==> src/rtl/scan_decoder.sv <==
// -----------------------------------------------------------------------------
// scan_decoder
//   Registered N:2^N one-hot decoder with an automatic scan mode.
//   DIRECT: a loaded binary index selects exactly one active output line.
//   SCAN  : the active line steps 0..scan_last, holding each index for
//           dwell+1 cycles, and pulses wrap when it returns to 0.
//   IDLE  : (en=0) all output lines inactive, idx holds.
//
// Parameters
//   N       index width; y is 2**N bits wide
//   DWELL_W width of the dwell input and the internal dwell counter
//   OUT_POL 0 = active-high one-hot, 1 = active-low one-cold
//
// Ports
//   clk        rising-edge clock
//   reset_n    asynchronous active-low reset
//   en         block enable (0 forces IDLE)
//   mode       0 = DIRECT, 1 = SCAN
//   a          DIRECT index, captured on mode entry or when load=1
//   load       DIRECT capture strobe (ignored in SCAN/IDLE)
//   dwell      extra hold cycles per SCAN index
//   scan_last  last index of the scan range
//   y          registered decode of idx (inactive in IDLE)
//   idx        registered current index
//   wrap       one-cycle pulse on the scan_last -> 0 step
// -----------------------------------------------------------------------------
module scan_decoder #(
    parameter int N       = 3,
    parameter int DWELL_W = 8,
    parameter bit OUT_POL = 1'b0
) (
    input  logic               clk,
    input  logic               reset_n,
    input  logic               en,
    input  logic               mode,
    input  logic [N-1:0]       a,
    input  logic               load,
    input  logic [DWELL_W-1:0] dwell,
    input  logic [N-1:0]       scan_last,
    output logic [2**N-1:0]    y,
    output logic [N-1:0]       idx,
    output logic               wrap
);

    localparam int W = 2**N;
    localparam logic [W-1:0] INACTIVE = OUT_POL ? {W{1'b1}} : {W{1'b0}};
    localparam logic [W-1:0] ONE      = {{(W-1){1'b0}}, 1'b1};

    typedef enum logic [1:0] {IDLE, DIRECT, SCAN} state_t;

    state_t             state, state_nx;
    logic [N-1:0]       idx_nx;
    logic [DWELL_W-1:0] cnt, cnt_nx;
    logic               wrap_nx;
    logic [W-1:0]       y_nx;

    always_ff @(posedge clk or negedge reset_n) begin
        if (!reset_n) begin
            state <= IDLE;
            idx   <= '0;
            cnt   <= '0;
            wrap  <= 1'b0;
            y     <= INACTIVE;
        end else begin
            state <= state_nx;
            idx   <= idx_nx;
            cnt   <= cnt_nx;
            wrap  <= wrap_nx;
            y     <= y_nx;
        end
    end

    always_comb begin
        state_nx = state;
        idx_nx   = idx;
        cnt_nx   = cnt;
        wrap_nx  = 1'b0;

        if (!en) begin
            state_nx = IDLE;
            cnt_nx   = '0;
        end else if (!mode) begin
            // The dwell counter has no meaning in DIRECT; keep it cleared.
            cnt_nx = '0;
            if (state != DIRECT) begin
                state_nx = DIRECT;
                idx_nx   = a;
            end else if (load) begin
                idx_nx = a;
            end
        end else if (state != SCAN) begin
            state_nx = SCAN;
            idx_nx   = '0;
            cnt_nx   = '0;
        end else if (cnt >= dwell) begin
            // >= rather than == so a dwell lowered below cnt steps at once
            // and a scan_last lowered below idx wraps on the next step.
            cnt_nx = '0;
            if (idx >= scan_last) begin
                idx_nx  = '0;
                wrap_nx = 1'b1;
            end else begin
                idx_nx = idx + 1'b1;
            end
        end else begin
            cnt_nx = cnt + 1'b1;
        end

        // Decode from the next-state values so y, idx and wrap land together.
        if (state_nx == IDLE) y_nx = INACTIVE;
        else                  y_nx = (ONE << idx_nx) ^ INACTIVE;
    end

endmodule
==> config.mk <==
export PLATFORM = sky130hd
export DESIGN_NAME = scan_decoder
export DESIGN_NICKNAME = d
export VERILOG_FILES = /design/src/rtl/scan_decoder.sv
export SDC_FILE = /design/constraint.sdc
export NUM_CORES = 1
export LEC_CHECK = 0
export ABC_AREA = 1
export CAP_MARGIN = 40
export CORE_MARGIN = 2
export CORE_UTILIZATION = 49
export CTS_CLUSTER_SIZE = 16
export DETAILED_ROUTE_END_ITERATION = 12
export PLACE_DENSITY = 0.79
export SETUP_SLACK_MARGIN = 0.3
export SLEW_MARGIN = 25
export SYNTH_ARGS = -nofsm -noshare
export SYNTH_HDL_FRONTEND = slang
export SYNTH_SLANG_ARGS = --single-unit
==> constraint.sdc <==
create_clock -name clk -period 1.8 [get_ports clk]
set_input_delay 0.54 -clock clk [delete_from_list [all_inputs] [get_ports clk]]
set_output_delay 0.54 -clock clk [all_outputs]
set_load 0.005 [all_outputs]
-- Word level (Yosys, flattened, before mapping)
Index checks and enable logic that the tools add are counted.
- register bits after elaboration: 22
- input port bits: 19
- output and inout port bits: 12
- logic and storage cells: 34
- add/sub/neg operators: 2
- magnitude comparators: 2
- equality and inequality tests: 2
- shift-type cells: 1
- muxes and demuxes: 21
- reductions and logical operators: 1
- operators by type and width (cell ; count):
    two-way mux 8 bit ; 5
    two-way mux 3 bit ; 7
    adder 8 x 1 -> 8 bit (second input constant) ; 1
    >= comparator 8 bit ; 1
    two-way mux 2 bit ; 4
    left shift 1 x 3 -> 8 bit (first input constant) ; 1
    two-way mux 1 bit ; 5
    adder 3 x 1 -> 3 bit (second input constant) ; 1
    >= comparator 3 bit ; 1
    logical NOT 2 bit ; 1
    != test 2 x 1 -> 1 bit (second input constant) ; 1
    != test 2 bit (second input constant) ; 1

-- Depth between registers and ports, before layout
- word-level depth: 8
- gate-level depth with buffers: 15

-- Least setup slack after synthesis
Ideal clock, no wire load.
- path kind: input port to flip-flop
- start: input dwell[7]
- end: register idx[2]
- arrival time: 1703 ps
- required time: 1664 ps
- path slack: -38 ps
- stages on the path: 9
- buffers on the path: 0
- cells stage by stage: inv_1 -> ha_1 -> a21o_1 -> nor2_4 -> nand2_4 -> nand2_2 -> nand2_2 -> a21oi_4 -> o21ai_0
- word-level cells in the longest chain between the ends: 5
- RTL lines (element ; RTL line ; RTL):
    start: declaration ; 38 ; input logic [DWELL_W-1:0] dwell,
    >= comparator 8 bit ; 95 ; end else if (cnt >= dwell) begin
    two-way mux 3 bit ; 95 ;
    two-way mux 3 bit ; 91 ; end else if (state != SCAN) begin
    two-way mux 3 bit ; 82 ; end else if (!mode) begin
    two-way mux 3 bit ; 79 ; if (!en) begin
    net idx_nx[2] ; 52 ; logic [N-1:0] idx_nx;
    end signal: assignment ; 66 ; idx <= idx_nx;
    end: declaration ; 41 ; output logic [N-1:0] idx,
The timed path passes the listed nets, and every way through them passes these cells.

-- Worst setup path after layout
- start: register cnt[5]
- end: register y[3]
- word-level cells in the longest chain between the ends: 7
- RTL lines (element ; RTL line ; RTL):
    start: declaration ; 53 ; logic [DWELL_W-1:0] cnt, cnt_nx;
    start signal: assignment ; 67 ; cnt <= cnt_nx;
    >= comparator 8 bit ; 95 ;
    two-way mux 3 bit ; 95 ;
    two-way mux 3 bit ; 91 ;
    two-way mux 3 bit ; 82 ;
    two-way mux 3 bit ; 79 ;
    left shift 1 x 3 -> 8 bit ; 111 ; else y_nx = (ONE << idx_nx) ^ INACTIVE;
    two-way mux 8 bit ; 110 ; if (state_nx == IDLE) y_nx = INACTIVE;
    net y_nx[3] ; 55 ; logic [W-1:0] y_nx;
    end signal: assignment ; 69 ; y <= y_nx;
    end: declaration ; 40 ; output logic [2**N-1:0] y,
The timed path passes the listed nets, and every way through them passes these cells.

==> qor.yml <==
run_status:
  violations: "negative setup slack"
  outcome: "complete, but fails checks"
setup_path:
  critPathTopFamily: "simple AND/OR/NAND/NOR gates"
  max_stage_delay_ns: 0.44
  required_ns: 2.06
  r2r_cells: 10
  cp_max_fo: 6
  reg2reg_to: "y[3]"
  crit_slowest_cell: "dfrtp_1"
  timing.rr.start: "cnt[5]"
  worst-path-buf-inv: 0
  crit_chain: "ha_4 -> a21oi_4 -> nor2_2 -> nor2_4 -> nand2_4 -> nand2_2 -> nand2_2 -> a21oi_4 -> nand2_4 -> nor2_2"
  critical_path_class: "reg2reg"
  start_kind: "flip-flop"
  crit_path_end_kind: "flip-flop"
  arrival_ns: 2.07
  reg2reg_slack_ns: -0.02
route:
  drtIter0Drc: 39
  ant_nets: 0
  drt-total-wl_um: 3684
  drc: 0
  firstDrtPassIters: 4
  wl_per_cell_um: 15.16
  via_count: 1304
  viasPerCell: 5.366
placement:
  routabilityCongestion: 0.7972
  io_buffers: 30
  hpwl_um: 2217
finish:
  layout-drive-gt1-share_pct: 51.17
  diodes: 0
  area_growth_pct: 68.24
  finish.utilization_pct: 88.54
  nNetsFinal: 246
logic_synthesis:
  synth_warnings: 0
  yosysTopAreaCell: "dfrtp_1"
  ys.flop_type: "dfrtp_1"
  synth_seq_cells: 22
  synth_edf_count: 0
  async_flop_share_pct: 100.0
  synth_area_leaders: "dfrtp_1 41%, ha_1 12%, inv_1 7.6%"
  synth.distinct_cells: 27
  postSynthCellCount: 153
  syn_area_um2: 1328
  ys_seq_area_share_pct: 41.47
  syn_area_per_cell_um2: 8.677
  synth_commonest_cells: "27 x inv_1, 24 x nand2_1, 22 x dfrtp_1"
  yosysMostFrequentCell: "inv_1"
  synth_nets: 185
  synth_top_area_share_pct: 41.47
power:
  ir_drop_v: 0.0006477
  internal_power_uw: 918.4
  seqPwrFrac_pct: 41.2
  combinationalPowerShare_pct: 29.1
  p_leak_nw: 1.094
  clockPowerShare_pct: 29.7
  power_per_cell_area_nw_per_um2: 570.4
  power_switching_uw: 355.4
  netSwitchingFraction_pct: 27.90
  power_mw: 1.274
floorplanning:
  initial_core_util_pct: 52.63
  core-area_um2: 2522
  die_x_um: 56.05
  pin_count: 31
  die_h_um: 56.05
  row_count: 18
  dieArea_um2: 3142
timing:
  final_max_slew_viol_count: 0
  finalCritPeriodShare_pct: 100.9
  slew_headroom_pct: 80.88
  max_freq_mhz: 550.7
  setup_viol: 4
  setup_ws_ns: -0.01579
  worst_pin_slew_ns: 0.2858
  hold_viol: 0
  rsz0062_at_grt: "yes"
  min_period_ns: 1.816
  fin_skew_ns: 0.003192
global_route:
  grt_max_degree: 23
  grt_overflow: 0
  grt_pass1_wl_um: 5030
  grt_pass1_vias: 1267
  grt.total_usage_pct: 20.20
  grt_antenna_before_repair: 0
hold_path:
  min_path_type: "in2async"
clocking:
  worstSkewPairLatency_ns: 0.31
  cts_tree: "done"
  cts_buffer_depth: 2
  clk_pin_slew_ns: 0.12
  cts-root-buf: "clkbuf_4"
  cts-hold-fix-buffers: 0
  h-tree-depth: 1
  cts-buffers-inserted: 3
  cts_sinks: 22
job:
  drv_cap: 0
cell type report:
cell class,instances,area (um^2)
clock buffers,3,22.52
clock inverters,1,30.03
fillers,114,289.0
inverters,28,117.6
multi-input cells,103,968.4
flip-flops and latches,22,551.8
well taps,30,37.54
repair buffers,56,505.5
worst register-to-register path: cells and delay by family, from the launching register on:
family	cells	cell delay, ns
AO/OA/AOI/OAI	2	0.39
adder cells (fa/ha/maj)	1	0.24
AND/OR/NAND/NOR	7	0.69
flip-flops	1	0.44
per-layer routing:
metal  share of wire (%)  up-vias  global-route usage (%)
li1                    -      605                       -
met5                   0        -                       0
met2                  58       37                   40.00
met3                 4.0       12                   1.628
met1                  35      650                   20.77
met4                 3.1        0                   9.864
worst max-delay path by stage:
stage | slack, ns | endpoint | cells past startpoint | from
2_1_floorplan | 0.06 | idx[2] | 10 | dwell[5]
3_3_place_gp | -0.64 | idx[2] | 11 | dwell[5]
3_5_place_dp | -0.68 | idx[2] | 11 | dwell[5]
4_1_cts | 0.03 | y[3] | 9 | cnt[7]
5_1_grt | -0.09 | y[2] | 10 | cnt[5]
6_report | -0.02 | y[3] | 10 | cnt[5]
timing repair:
action,4_1_cts,5_1_grt
buffers inserted,7,7
pin swaps,29,18
setup endpoints to repair,32,25
gates resized for setup,81,33
power groups by stage:
stage / Combinational (mW) / Sequential, mW / Clock [mW]
floorplan: 0.124 / 0.538 / 0
global placement: 0.255 / 0.534 / 0
detailed placement: 0.266 / 0.535 / 0
CTS: 0.313 / 0.524 / 0.383
global route: 0.398 / 0.527 / 0.395
finish: 0.371 / 0.525 / 0.378
stage by stage:
step                setup TNS (ns)  instance area, um^2  hold slack (ns)  cells  worst slack, ns
finish                    -0.04961                 2233           0.5516    243         -0.01579
global route               -0.5563                 2233           0.5899    243         -0.09103
CTS                              0                 2069           0.5552    236          0.02944
detailed placement          -10.18                 1862           0.5352    225          -0.6780
global placement            -9.528                 1862           0.5255    225          -0.6400
floorplan                        0                 1434           0.2444    153          0.05918
layout by cell type, fill, tap and decap left out, types with 3 or more instances in the layout:
cell	n
inv_1	17
nor2_2	12
ha_4	9
dlygate4sd2_1	9
buf_6	7
buf_2	3
buf_4	20
nand3_1	4
nor3_4	3
inv_2	8
nand3_2	7
nor2_4	4
nand2_1	13
nor2_1	8
dfrtp_1	21
clkdlybuf4s50_1	5
nand2_2	9
clkbuf_4	3
ha_1	3
xor2_1	3
clkdlybuf4s15_1	10
nand2_4	9
state kept, by name, summed over array words and instances (netlist names):
signal / flops
cnt: 8
idx: 3
state: 2
wrap: 1
y: 8
kinds of logic (layout without fill, tap and decap cells):
group | count (synthesis) | in the layout | share of synthesized area [%]
AND/OR/NAND/NOR | 74 | 74 | 28.75
AO/OA/AOI/OAI | 12 | 12 | 6.975
buffers and inverters | 28 | 88 | 7.917
XOR/XNOR | 4 | 4 | 2.640
adder cells (fa/ha/maj) | 13 | 13 | 12.25
flip-flops | 22 | 22 | 41.47
No activity file was read; power rests on OpenSTA's default activity.
